[config.mk]
export PLATFORM = sky130hd
export DESIGN_NAME = dual_cam_rd_splice_flat
export DESIGN_NICKNAME = d
export VERILOG_FILES = /design/src/rtl/dual_cam_rd_splice_if.sv /design/src/rtl/dual_cam_rd_splice.sv /design/src/flat_wrapper.sv
export SDC_FILE = /design/constraint.sdc
export NUM_CORES = 1
export LEC_CHECK = 0
export CAP_MARGIN = 30
export CORE_MARGIN = 5
export CORE_UTILIZATION = 25
export CTS_BUF_LIST = sky130_fd_sc_hd__clkbuf_8
export CTS_CLUSTER_SIZE = 24
export DETAILED_ROUTE_END_ITERATION = 8
export GPL_TIMING_DRIVEN = 0
export PLACE_DENSITY_LB_ADDON = 0.1
export RECOVER_POWER = 100
export SYNTH_ARGS = -nofsm -noshare
export SYNTH_HDL_FRONTEND = slang
export SYNTH_SLANG_ARGS = --single-unit
[constraint.sdc]
create_clock -name clk -period 6.97 [get_ports clk]
set_clock_uncertainty 0.2 [all_clocks]
set_input_delay 1.394 -clock clk [delete_from_list [all_inputs] [get_ports clk]]
set_output_delay 1.394 -clock clk [all_outputs]
set_load 0.005 [all_outputs]
[src/rtl/dual_cam_rd_splice_if.sv]
// dual_cam_rd_splice_if: LCD read request, camera FIFO read ports and underflow status
interface dual_cam_rd_splice_if;
  logic        lcd_vs;
  logic        rd_en;
  logic [12:0] rd_h_pixel;
  logic [15:0] rd_data;
  logic        fifo0_rd_en;
  logic        fifo1_rd_en;
  logic [15:0] fifo0_rd_data;
  logic [15:0] fifo1_rd_data;
  logic        fifo0_empty;
  logic        fifo1_empty;
  logic        underflow;
  logic [7:0]  underflow_cnt;
  modport master (
    output lcd_vs, rd_en, rd_h_pixel, fifo0_rd_data, fifo1_rd_data, fifo0_empty, fifo1_empty,
    input  rd_data, fifo0_rd_en, fifo1_rd_en, underflow, underflow_cnt
  );
  modport slave (
    input  lcd_vs, rd_en, rd_h_pixel, fifo0_rd_data, fifo1_rd_data, fifo0_empty, fifo1_empty,
    output rd_data, fifo0_rd_en, fifo1_rd_en, underflow, underflow_cnt
  );
endinterface

[src/rtl/dual_cam_rd_splice.sv]
// dual_cam_rd_splice: side-by-side splice of two camera FIFOs into one LCD pixel stream
module dual_cam_rd_splice #(
  parameter logic [15:0] FILL_COLOR    = 16'h0000,
  parameter bit          VS_ACTIVE_LOW = 1'b1
) (
  input logic               clk,
  input logic               rst,
  dual_cam_rd_splice_if.slave bus
);
  logic        vs_q, sel_q, sub_q, frame, sel, sub, wrap;
  logic [12:0] line_w, x_cnt, w, x;
  logic [7:0]  cnt_base;
  // a frame start restarts the line at x = 0 with a freshly latched width, even mid-request
  always_comb begin
    frame = VS_ACTIVE_LOW ? (vs_q & ~bus.lcd_vs) : (~vs_q & bus.lcd_vs);
    x = frame ? '0 : x_cnt;
    w = (frame || x_cnt == '0) ? bus.rd_h_pixel : line_w;
    sel = (w > 13'd1) && (x >= {1'b0, w[12:1]});
    sub = sel ? bus.fifo1_empty : bus.fifo0_empty;
    wrap = (w == '0) || (x == w - 13'd1);
    bus.fifo0_rd_en = bus.rd_en & ~sel & ~bus.fifo0_empty;
    bus.fifo1_rd_en = bus.rd_en & sel & ~bus.fifo1_empty;
    bus.rd_data = sub_q ? FILL_COLOR : sel_q ? bus.fifo1_rd_data : bus.fifo0_rd_data;
    cnt_base = frame ? '0 : bus.underflow_cnt;
  end
  always_ff @(posedge clk) begin
    if (rst) begin
      vs_q              <= VS_ACTIVE_LOW;
      line_w            <= '0;
      x_cnt             <= '0;
      sel_q             <= 1'b0;
      sub_q             <= 1'b1;
      bus.underflow     <= 1'b0;
      bus.underflow_cnt <= '0;
    end else begin
      vs_q <= bus.lcd_vs;
      if (frame || x_cnt == '0) line_w <= bus.rd_h_pixel;
      if (bus.rd_en) begin
        x_cnt <= wrap ? '0 : x + 13'd1;
        sel_q <= sel;
        sub_q <= sub;
      end else if (frame) begin
        x_cnt <= '0;
      end
      if (bus.rd_en && sub) begin
        bus.underflow     <= 1'b1;
        bus.underflow_cnt <= (cnt_base == 8'hFF) ? cnt_base : cnt_base + 8'd1;
      end else if (frame) begin
        bus.underflow     <= 1'b0;
        bus.underflow_cnt <= '0;
      end
    end
  end
endmodule

[src/flat_wrapper.sv]
// flat-port wrapper written by rule: the top's interface ports become plain ports
module dual_cam_rd_splice_flat 
#(
  parameter logic [15:0] FILL_COLOR    = 16'h0000,
  parameter bit          VS_ACTIVE_LOW = 1'b1
)
  (clk, rst, bus_lcd_vs, bus_rd_en, bus_rd_h_pixel, bus_fifo0_rd_data, bus_fifo1_rd_data, bus_fifo0_empty, bus_fifo1_empty, bus_rd_data, bus_fifo0_rd_en, bus_fifo1_rd_en, bus_underflow, bus_underflow_cnt);
  dual_cam_rd_splice_if bus_i ();
  input logic clk;
  input logic rst;
  input wire logic [$bits(bus_i.lcd_vs)-1:0] bus_lcd_vs;
  input wire logic [$bits(bus_i.rd_en)-1:0] bus_rd_en;
  input wire logic [$bits(bus_i.rd_h_pixel)-1:0] bus_rd_h_pixel;
  input wire logic [$bits(bus_i.fifo0_rd_data)-1:0] bus_fifo0_rd_data;
  input wire logic [$bits(bus_i.fifo1_rd_data)-1:0] bus_fifo1_rd_data;
  input wire logic [$bits(bus_i.fifo0_empty)-1:0] bus_fifo0_empty;
  input wire logic [$bits(bus_i.fifo1_empty)-1:0] bus_fifo1_empty;
  output wire logic [$bits(bus_i.rd_data)-1:0] bus_rd_data;
  output wire logic [$bits(bus_i.fifo0_rd_en)-1:0] bus_fifo0_rd_en;
  output wire logic [$bits(bus_i.fifo1_rd_en)-1:0] bus_fifo1_rd_en;
  output wire logic [$bits(bus_i.underflow)-1:0] bus_underflow;
  output wire logic [$bits(bus_i.underflow_cnt)-1:0] bus_underflow_cnt;
  assign bus_i.lcd_vs = bus_lcd_vs;
  assign bus_i.rd_en = bus_rd_en;
  assign bus_i.rd_h_pixel = bus_rd_h_pixel;
  assign bus_i.fifo0_rd_data = bus_fifo0_rd_data;
  assign bus_i.fifo1_rd_data = bus_fifo1_rd_data;
  assign bus_i.fifo0_empty = bus_fifo0_empty;
  assign bus_i.fifo1_empty = bus_fifo1_empty;
  assign bus_rd_data = bus_i.rd_data;
  assign bus_fifo0_rd_en = bus_i.fifo0_rd_en;
  assign bus_fifo1_rd_en = bus_i.fifo1_rd_en;
  assign bus_underflow = bus_i.underflow;
  assign bus_underflow_cnt = bus_i.underflow_cnt;
  dual_cam_rd_splice #(.FILL_COLOR(FILL_COLOR), .VS_ACTIVE_LOW(VS_ACTIVE_LOW)) u_core (.clk(clk), .rst(rst), .bus(bus_i));
endmodule
# Yosys cells after proc, flatten, opt, wreduce, memory -nomap -nowiden
# Index checks and enable logic that the tools add are counted.
word_totals:
  regBits: 38
  input_bits: 51
  output_inout_bits: 27
  wordCells: 42
classes:
  n_addsub: 3
  order_cmp: 2
  n_eq_ne: 2
  muxes: 12
  bitwise: 9
  reduce_logical: 7
op_table:
  columns: ["op", "n"]
  rows:
  - ["2-to-1 mux 13 bit", 4]
  - ["2-to-1 mux 16 bit", 2]
  - ["zero test 13 bit", 2]
  - ["2-to-1 mux 8 bit", 3]
  - ["adder 13 x 1 -> 13 bit, second input constant", 1]
  - ["equality test 13 bit", 1]
  - ["greater-or-equal comparator 13 x 12 -> 1 bit", 1]
  - ["> comparator 13 x 1 -> 1 bit, second input constant", 1]
  - ["subtractor 13 x 1 -> 13 bit, second input constant", 1]
  - ["adder 8 x 1 -> 8 bit, second input constant", 1]
  - ["equality test 8 bit, second input constant", 1]
  - ["bitwise AND 1 bit", 5]
  - ["inverter 1 bit", 4]
  - ["2-to-1 mux 1 bit", 3]
  - ["logical AND 1 bit", 2]
  - ["logical OR 1 bit", 2]
  - ["nonzero test 2 bit", 1]

# Depth between registers and ports, before layout
# Gate-level depths: netlist (run 1).
logic_depth:
  ltp_word: 9
  mapped_depth: 17
  ltp_nobuf: 15

# Worst setup path before layout (run 1)
# Ideal clock, no wire load.
synth_timing:
  kind: "input to output"
  from: "in bus_lcd_vs"
  to: "out bus_fifo0_rd_en"
  arrival_time_ps: 3920
  t_required_ps: 5376
  setup_slack_ps: 1456
  cell_stages: 13
  n_path_buf: 2
  cell_sequence: "nor2b_1 clkbuf_1 nor2_1 buf_2 mux2i_1 inv_1 ha_1 nand2b_1 a21o_1 maj3_1 a21oi_2 a31oi_4 nor3_1"
synth_between:
  elab_chain_cells: 9
  elab_cells_between_ends: 11
  cone_classes: "order compare: 2; mux: 2; bitwise: 5; reduce/logical: 2"
synth_lines:
  columns: ["element", "line", "source"]
  rows:
  - ["start, declared", "flat_wrapper.sv:11", "input wire logic [$bits(bus_i.lcd_vs)-1:0] bus_lcd_vs;"]
  - ["inverter 1 bit *", "dual_cam_rd_splice.sv:15", "frame = VS_ACTIVE_LOW ? (vs_q & ~bus.lcd_vs) : (~vs_q & bus.lcd_vs);"]
  - ["bitwise AND 1 bit *", "dual_cam_rd_splice.sv:15", null]
  - ["logical OR 1 bit *", "dual_cam_rd_splice.sv:17", "w = (frame || x_cnt == '0) ? bus.rd_h_pixel : line_w;"]
  - ["2-to-1 mux 13 bit *", "dual_cam_rd_splice.sv:17", null]
  - ["named net u_core.w[1]", "dual_cam_rd_splice.sv:11", "logic [12:0] line_w, x_cnt, w, x;"]
  - ["> comparator 13 x 1 -> 1 bit or greater-or-equal comparator 13 x 12 -> 1 bit (tied branches)", "dual_cam_rd_splice.sv:18", "sel = (w > 13'd1) && (x >= {1'b0, w[12:1]});"]
  - ["logical AND 1 bit *", "dual_cam_rd_splice.sv:18", null]
  - ["inverter 1 bit *", "dual_cam_rd_splice.sv:21", "bus.fifo0_rd_en = bus.rd_en & ~sel & ~bus.fifo0_empty;"]
  - ["bitwise AND 1 bit * (2 in series)", "dual_cam_rd_splice.sv:21", null]
  - ["end, declared", "flat_wrapper.sv:19", "output wire logic [$bits(bus_i.fifo0_rd_en)-1:0] bus_fifo0_rd_en;"]
# Mark *: on every way through the listed nets, which the timed path passes. The rest lies on a longest branch.

# Worst setup path in the final report (run 1)
layout_timing:
  from: "in bus_lcd_vs"
  to: "out bus_fifo1_rd_en"
layout_between:
  elab_chain_cells: 8
  elab_cells_between_ends: 10
  cone_classes: "order compare: 2; mux: 2; bitwise: 4; reduce/logical: 2"
layout_lines:
  columns: ["element", "line", "source"]
  rows:
  - ["inverter 1 bit *", "dual_cam_rd_splice.sv:15", null]
  - ["bitwise AND 1 bit *", "dual_cam_rd_splice.sv:15", null]
  - ["logical OR 1 bit", "dual_cam_rd_splice.sv:17", null]
  - ["2-to-1 mux 13 bit", "dual_cam_rd_splice.sv:17", null]
  - ["> comparator 13 x 1 -> 1 bit or greater-or-equal comparator 13 x 12 -> 1 bit (tied branches)", "dual_cam_rd_splice.sv:18", null]
  - ["logical AND 1 bit *", "dual_cam_rd_splice.sv:18", null]
  - ["bitwise AND 1 bit * (2 in series)", "dual_cam_rd_splice.sv:22", "bus.fifo1_rd_en = bus.rd_en & sel & ~bus.fifo1_empty;"]
  - ["end, declared", "flat_wrapper.sv:20", "output wire logic [$bits(bus_i.fifo1_rd_en)-1:0] bus_fifo1_rd_en;"]
# Every way passes the cells marked *; elsewhere a longest branch is shown, timed or not.

==> out/qor.txt, run 1 <==
status: complete, no violations
Async SR Flop Fraction: 0
Die Height: 124 microns
syn avg cell area: 7.70 sq um
starting density of the core: 0.257
clock slew at reported path FFs: 0.08 ns
Slowest-stage cell, CP: clkdlybuf4s50_1
EDFF count, synth: 0
Layout Nets: 571
fin worst setup slack: 0.207 ns
Post-Synth XOR/XNOR Area: 0.0674
Place WS: -0.391 ns
cell repeated most along the worst path: clkdlybuf4s50_1
Synth area leader: dfxtp_1
fin. max-slew vios: 0
worst-path cell chain: clkdlybuf4s50_1 > nor2b_1 > clkbuf_2 > buf_2 > o21ai_0 > and2_0 > ha_1 > nand4_1 > or2_2 > nor3_1 > a21oi_2 > a31oi_4 > nor3b_1 > clkdlybuf4s50_1
syn_nets: 488
mux share of post-synthesis cell area: 0.0878
largest family of logic cells by synthesized area: simple AND/OR/NAND/NOR gates
Syn. warnings: 0
Synth Area in Simple Gates: 0.335
Main synth FF type: dfxtp_1
fin crit share: 0.970
Power Density: 129 nW/um^2
first-pass iteration count of the detailed router: 4
Critical Path End Type: primary output
register area share after synthesis: 0.234
Slew HR: 0.449
Pleak: 0.00165 uW
Placeable Area: 12,700 sq um
post-synthesis adder-cell area fraction: 0.0608
fmax: 0.148 GHz
worst skew pair latency: 0.30 ns
DPL Wire Length: 9490 microns
Register Area: 761 sq um
Mapped Area: 3250 sq um
share of layout cells above drive strength 1: 0.0653
CTS tree: done
Die Area: 15,400 sq um
Cell variety after synth: 61
area of the multi-input gates: 2320 sq um
fillers: 1,403
# IOs: 78
# setup viols final: 0
register bit total from synthesis: 38
first-iteration detailed-routing DRC count: 232
vias in the first global route: 3,412
vias per std cell: 5.09
placed cell areas: 4230 sq um
top cell type's share of synthesized area: 0.234
Synth area leaders: dfxtp_1 (23%), mux2i_1 (7.4%), ha_1 (5.8%)
area grow syn2layout: 32.4%
H-tree depth reported by CTS: 2
CP Class: in2out
fin crit period: 6.76 ns
largest net degree at the start of global routing: 11
CTS Hold Buffers Added: 0
final antenna diode count: 0
Post-Syn Instances: 422
complex-gate fraction of the synthesized area: 0.164
IO buf count: 76
Clock Tree Buf Depth: 2
Hold Path Class: reg2reg
Max VDD drop: 0.0656 mV
RSZ-0062 raised after global routing: false
WL per Instance: 17.5 microns
CP Launch Type: primary input
gpl congestion: 0.864
worst path bufs/invs: 4
Critical Path Fanout Max: 10
Least-Margin Pin Slew: 0.803 ns
# clock sinks: 38
TritonCTS buffer count: 5
WL final: 11,900 microns
total global-route track usage: 0.156
initial antenna violation count: 0
Fin. Hold Viols: 0
global route overflow: 0
maxcap violations: 0
critical path data required time: 5.38 ns
# rows: 41
Post-route DRC: 0
via count: 3,447
worst path arrival time: 5.17 ns
cell family with most CP delay: buffers and inverters
DRT antenna net count: 0
Die Wd: 124 microns
first-pass GRT wire length: 18,800 microns
CP peak stage delay: 0.53 ns
Final Instance Area: 4300 sq um
Root Driver: clkbuf_8
-- where the power goes --
| group | internal [uW] | switching, uW | total [uW] |
|---|---|---|---|
| clock network | 66.3 | 84.1 | 150 |
| registers | 225 | 8.78 | 234 |
| logic | 79.7 | 90.2 | 170 |
| total | 371 | 183 | 554 |
-- kinds of logic after synthesis --
family,count (synthesis)
and+or+nand+nor,205
AOI/OAI and AO/OA,70
muxes,27
buffers and inverters,41
xor gates and xnor gates,25
adders and majority gates,16
DFF,38
-- layer usage --
layer  share of wire  wire (microns)  GRT usage  vias to the layer above
met5               0               0          0                        -
met4           0.011             135     0.0322                        0
met3           0.049             584     0.0282                       12
met2            0.48            5670      0.254                       74
met1            0.46            5480      0.216                     1648
li1                -               -          -                     1713
-- layout make-up --
type                    instances  share of cell area
clock inverters                 2             0.00174
flip-flops and latches         38               0.177
well taps                     172              0.0500
plain buffers                  23              0.0241
repair buffers                 76               0.177
multi-input cells             343               0.539
inverters                      18              0.0157
clock buffers                   5              0.0160
-- through the flow --
| step | setup TNS (ns) | hold WS [ns] | util | cells | total power [uW] |
|---|---|---|---|---|---|
| 2_1_floorplan | 0 | 0.249 | - | 422 | 335 |
| 3_3_place_gp | -0.849 | 0.263 | 0.334 | 670 | 409 |
| 3_5_place_dp | -0.763 | 0.251 | 0.334 | 670 | 409 |
| 4_1_cts | 0 | 0.279 | 0.341 | 677 | 561 |
| 5_1_grt | 0 | 0.348 | 0.340 | 677 | 587 |
| 6_report | 0 | 0.269 | 0.340 | 677 | 554 |
-- cells in the final DEF, fill, tap and decap left out, drive strengths merged, types with 3 or more instances in the layout --
cell type / Yosys / layout
nand2: 38 / 38
nand4b: 3 / 3
nor3b: 7 / 7
a211o: 4 / 4
xnor2: 20 / 20
clkbuf: 18 / 23
a31oi: 4 / 4
and3: 3 / 3
inv: 18 / 20
mux2i: 25 / 25
nor3: 20 / 20
o32ai: 4 / 4
a21oi: 16 / 16
buf: 5 / 5
ha: 15 / 15
o21ai: 11 / 11
o221ai: 3 / 3
o211a: 3 / 3
and2: 11 / 11
clkdlybuf4s50: 0 / 50
nand4: 15 / 15
nand3: 22 / 22
or2: 3 / 3
dlygate4sd3: 0 / 26
dfxtp: 38 / 38
xor2: 5 / 5
nor2: 49 / 49
or4: 5 / 5
a21o: 6 / 6
o211ai: 4 / 4
nor4: 17 / 17
-- registers in the layout (all words and copies together), names as in the netlist --
signal                    flops
u_core.bus.underflow          1
u_core.bus.underflow_cnt      8
u_core.line_w                13
u_core.sel_q                  1
u_core.sub_q                  1
u_core.vs_q                   1
u_core.x_cnt                 13
-- Yosys cell counts, types with 5 or more instances --
master	n
nor2_1	49
xor2_1	5
nor3b_1	7
nand3_1	22
mux2i_1	24
a21oi_1	15
nand2_1	38
o21ai_0	11
nand4_1	15
clkbuf_1	18
nor4_1	15
and2_1	11
xnor2_1	20
or4_1	5
inv_1	18
dfxtp_1	38
a21o_1	6
nor3_1	19
ha_1	15
-- worst paths after layout --
kind | start | endpoint | slack, ns | cells past startpoint
worst max register to register | u_core.x_cnt[9]$_SDFF_PP0_ | u_core.x_cnt[7]$_SDFF_PP0_ | 1.71 | 15
worst min-delay path | u_core.bus.underflow$_SDFFE_PP0P_ | u_core.bus.underflow$_SDFFE_PP0P_ | 0.27 | 2
worst max-delay path | bus_lcd_vs | bus_fifo1_rd_en | 0.21 | 14
worst min register to register | u_core.bus.underflow$_SDFFE_PP0P_ | u_core.bus.underflow$_SDFFE_PP0P_ | 0.27 | 2
-- worst reg2reg max path: stages, from the launching register on --
cell	delay [ns]
dfxtp_1	0.39
nor4_4	0.55
nand4_1	0.37
clkbuf_1	0.34
nand3_1	0.20
and2_0	0.22
ha_1	0.34
or3b_2	0.53
nor4_1	0.38
or4_1	0.18
o211ai_1	0.08
nor4_1	0.46
nand3_1	0.14
o22ai_1	0.20
clkbuf_1	0.43
nor3_1	0.10
-- repair_timing --
action,CTS,global route
setup endpoints to repair,2,2
resized for setup,8,7
pin swaps,0,0
setup buffers,0,0
(Power assumes the default switching activity.)
==> run 2, diff against run 1 <==
CORE_MARGIN = 2   (was 5)
==> out/qor.txt, run 2 (synthesis gave the netlist of run 1 again) <==
status: complete, no violations
Final Instance Area: 4330 sq um
Power Density: 131 nW/um^2
CTS tree: done
WL final: 11,700 microns
Least-Margin Pin Slew: 0.807 ns
Hold Path Class: reg2reg
final antenna diode count: 0
Die Height: 118 microns
cell repeated most along the worst path: clkdlybuf4s50_1
Slowest-stage cell, CP: clkdlybuf4s50_1
CP Class: in2out
H-tree depth reported by CTS: 2
starting density of the core: 0.257
gpl congestion: 0.830
Critical Path Fanout Max: 10
clock power share: 0.283
CP Launch Type: primary input
placed instance count: 670
Layout Nets: 570
cell family with most CP delay: buffers and inverters
setup_tns: 0 ns
TritonCTS buffer count: 5
fin crit share: 0.958
critical path data required time: 5.38 ns
worst skew pair latency: 0.29 ns
internal power: 384 uW
area grow syn2layout: 33.2%
Placeable Area: 12,700 sq um
global route overflow: 0
worst path bufs/invs: 5
fin crit period: 6.68 ns
first-pass GRT wire length: 18,900 microns
fmax: 0.150 GHz
total global-route track usage: 0.169
net load switching power: 182 uW
WL per Instance: 17.3 microns
Root Driver: clkbuf_8
initial antenna violation count: 0
Die Wd: 118 microns
worst-path cell chain: clkdlybuf4s50_1 > nor2b_1 > clkbuf_4 > nor2_4 > buf_2 > mux2i_4 > inv_1 > ha_1 > nand2b_1 > a21o_1 > maj3_1 > a21oi_2 > a31oi_4 > nor3_1 > clkdlybuf4s50_1
IO buf count: 76
fillers: 1,376
Max VDD drop: 0.0653 mV
Hold Slack: 0.284 ns
largest net degree at the start of global routing: 20
vias per std cell: 5.13
placed cell areas: 4230 sq um
Register Area: 761 sq um
DPL Wire Length: 9210 microns
Top Registers: u_core.line_w: 13 flops, u_core.x_cnt: 13 flops, u_core.bus.underflow_cnt: 8 flops
fin. max-slew vios: 0
Post-route DRC: 0
# setup viols final: 0
part of the power in registers: 0.414
area of the multi-input gates: 2330 sq um
CP peak stage delay: 0.53 ns
DRT antenna net count: 0
# clock sinks: 38
commonest non-fill, non-tap cells in the layout: clkdlybuf4s50_1 (50), nor2_1 (48), nand2_1 (38), dfxtp_1 (38), dlygate4sd3_1 (26)
most common cell after layout, fill and taps aside: clkdlybuf4s50_1
Comb pwr share: 0.303
Fin. Hold Viols: 0
vias in the first global route: 3,464
fin cells: 677
first-pass iteration count of the detailed router: 5
clock slew at reported path FFs: 0.08 ns
Pleak: 0.00165 uW
Critical Path End Type: primary output
share of layout cells above drive strength 1: 0.0693
Net Sw Frac: 0.322
maxcap violations: 0
# IOs: 78
# rows: 41
Slew HR: 0.447
via count: 3,476
Clock Tree Buf Depth: 2
RSZ-0062 raised after global routing: false
Die Area: 13,900 sq um
first-iteration detailed-routing DRC count: 243
worst path arrival time: 5.09 ns
-- run 2: changes by cell type in the layout (fill, tap and decap cells not counted), sizes merged --
cell    delta
inv        -1
clkinv     +1
buf        -2
clkbuf     +2
-- run 2: per-layer routing --
metal  part of all wire  global-route usage
met1               0.48               0.227
met2               0.46               0.277
met3              0.047              0.0320
met4              0.019              0.0437
met5                  0                   0
-- run 2: cell type report --
| type | instances | share of cell area |
|---|---|---|
| timing repair buffer | 76 | 0.176 |
| sequential | 38 | 0.176 |
| multi-input combinational | 343 | 0.538 |
| buffer | 22 | 0.0246 |
| clock buffer | 6 | 0.0191 |
| clock inverter | 2 | 0.00202 |
| inverter | 18 | 0.0156 |
| tap | 172 | 0.0497 |
-- run 2: metrics by stage --
step | power [uW] | setup WS (ns) | util
detailed placement | 409 | -0.421 | 0.334
floorplan | 335 | 1.46 | -
finish | 567 | 0.290 | 0.342
global placement | 409 | -0.417 | 0.334
CTS | 573 | 0.0866 | 0.342
global route | 601 | 0.0422 | 0.342
-- run 2: final timing paths --
path,from,end,slack [ns],cells past startpoint
max reg2reg,u_core.x_cnt[9]$_SDFF_PP0_,u_core.x_cnt[3]$_SDFF_PP0_,1.75,15
min reg2reg,u_core.bus.underflow$_SDFFE_PP0P_,u_core.bus.underflow$_SDFFE_PP0P_,0.28,2
min,u_core.bus.underflow$_SDFFE_PP0P_,u_core.bus.underflow$_SDFFE_PP0P_,0.28,2
max,bus_lcd_vs,bus_fifo0_rd_en,0.29,15
-- run 2: power groups by stage --
stage | logic [uW] | registers (uW) | clock network [uW]
after floorplan | 98.7 | 236 | 0
after global placement | 170 | 239 | 0
after detailed placement | 170 | 239 | 0
after CTS | 172 | 234 | 167
after global routing | 189 | 236 | 176
final | 172 | 234 | 160
-- run 2: repair_timing --
item | CTS | global route
hold buffers | 0 | 0
endpoints found under the setup margin | 2 | 2
resized for setup | 7 | 12
setup buffers | 0 | 0
gates cloned | 0 | 0
-- run 2: tightest hold or removal path, stage by stage (launching register included) --
cell and delay [ns]:
dfxtp_1 0.32, nand2_1 0.05, o21ai_0 0.06
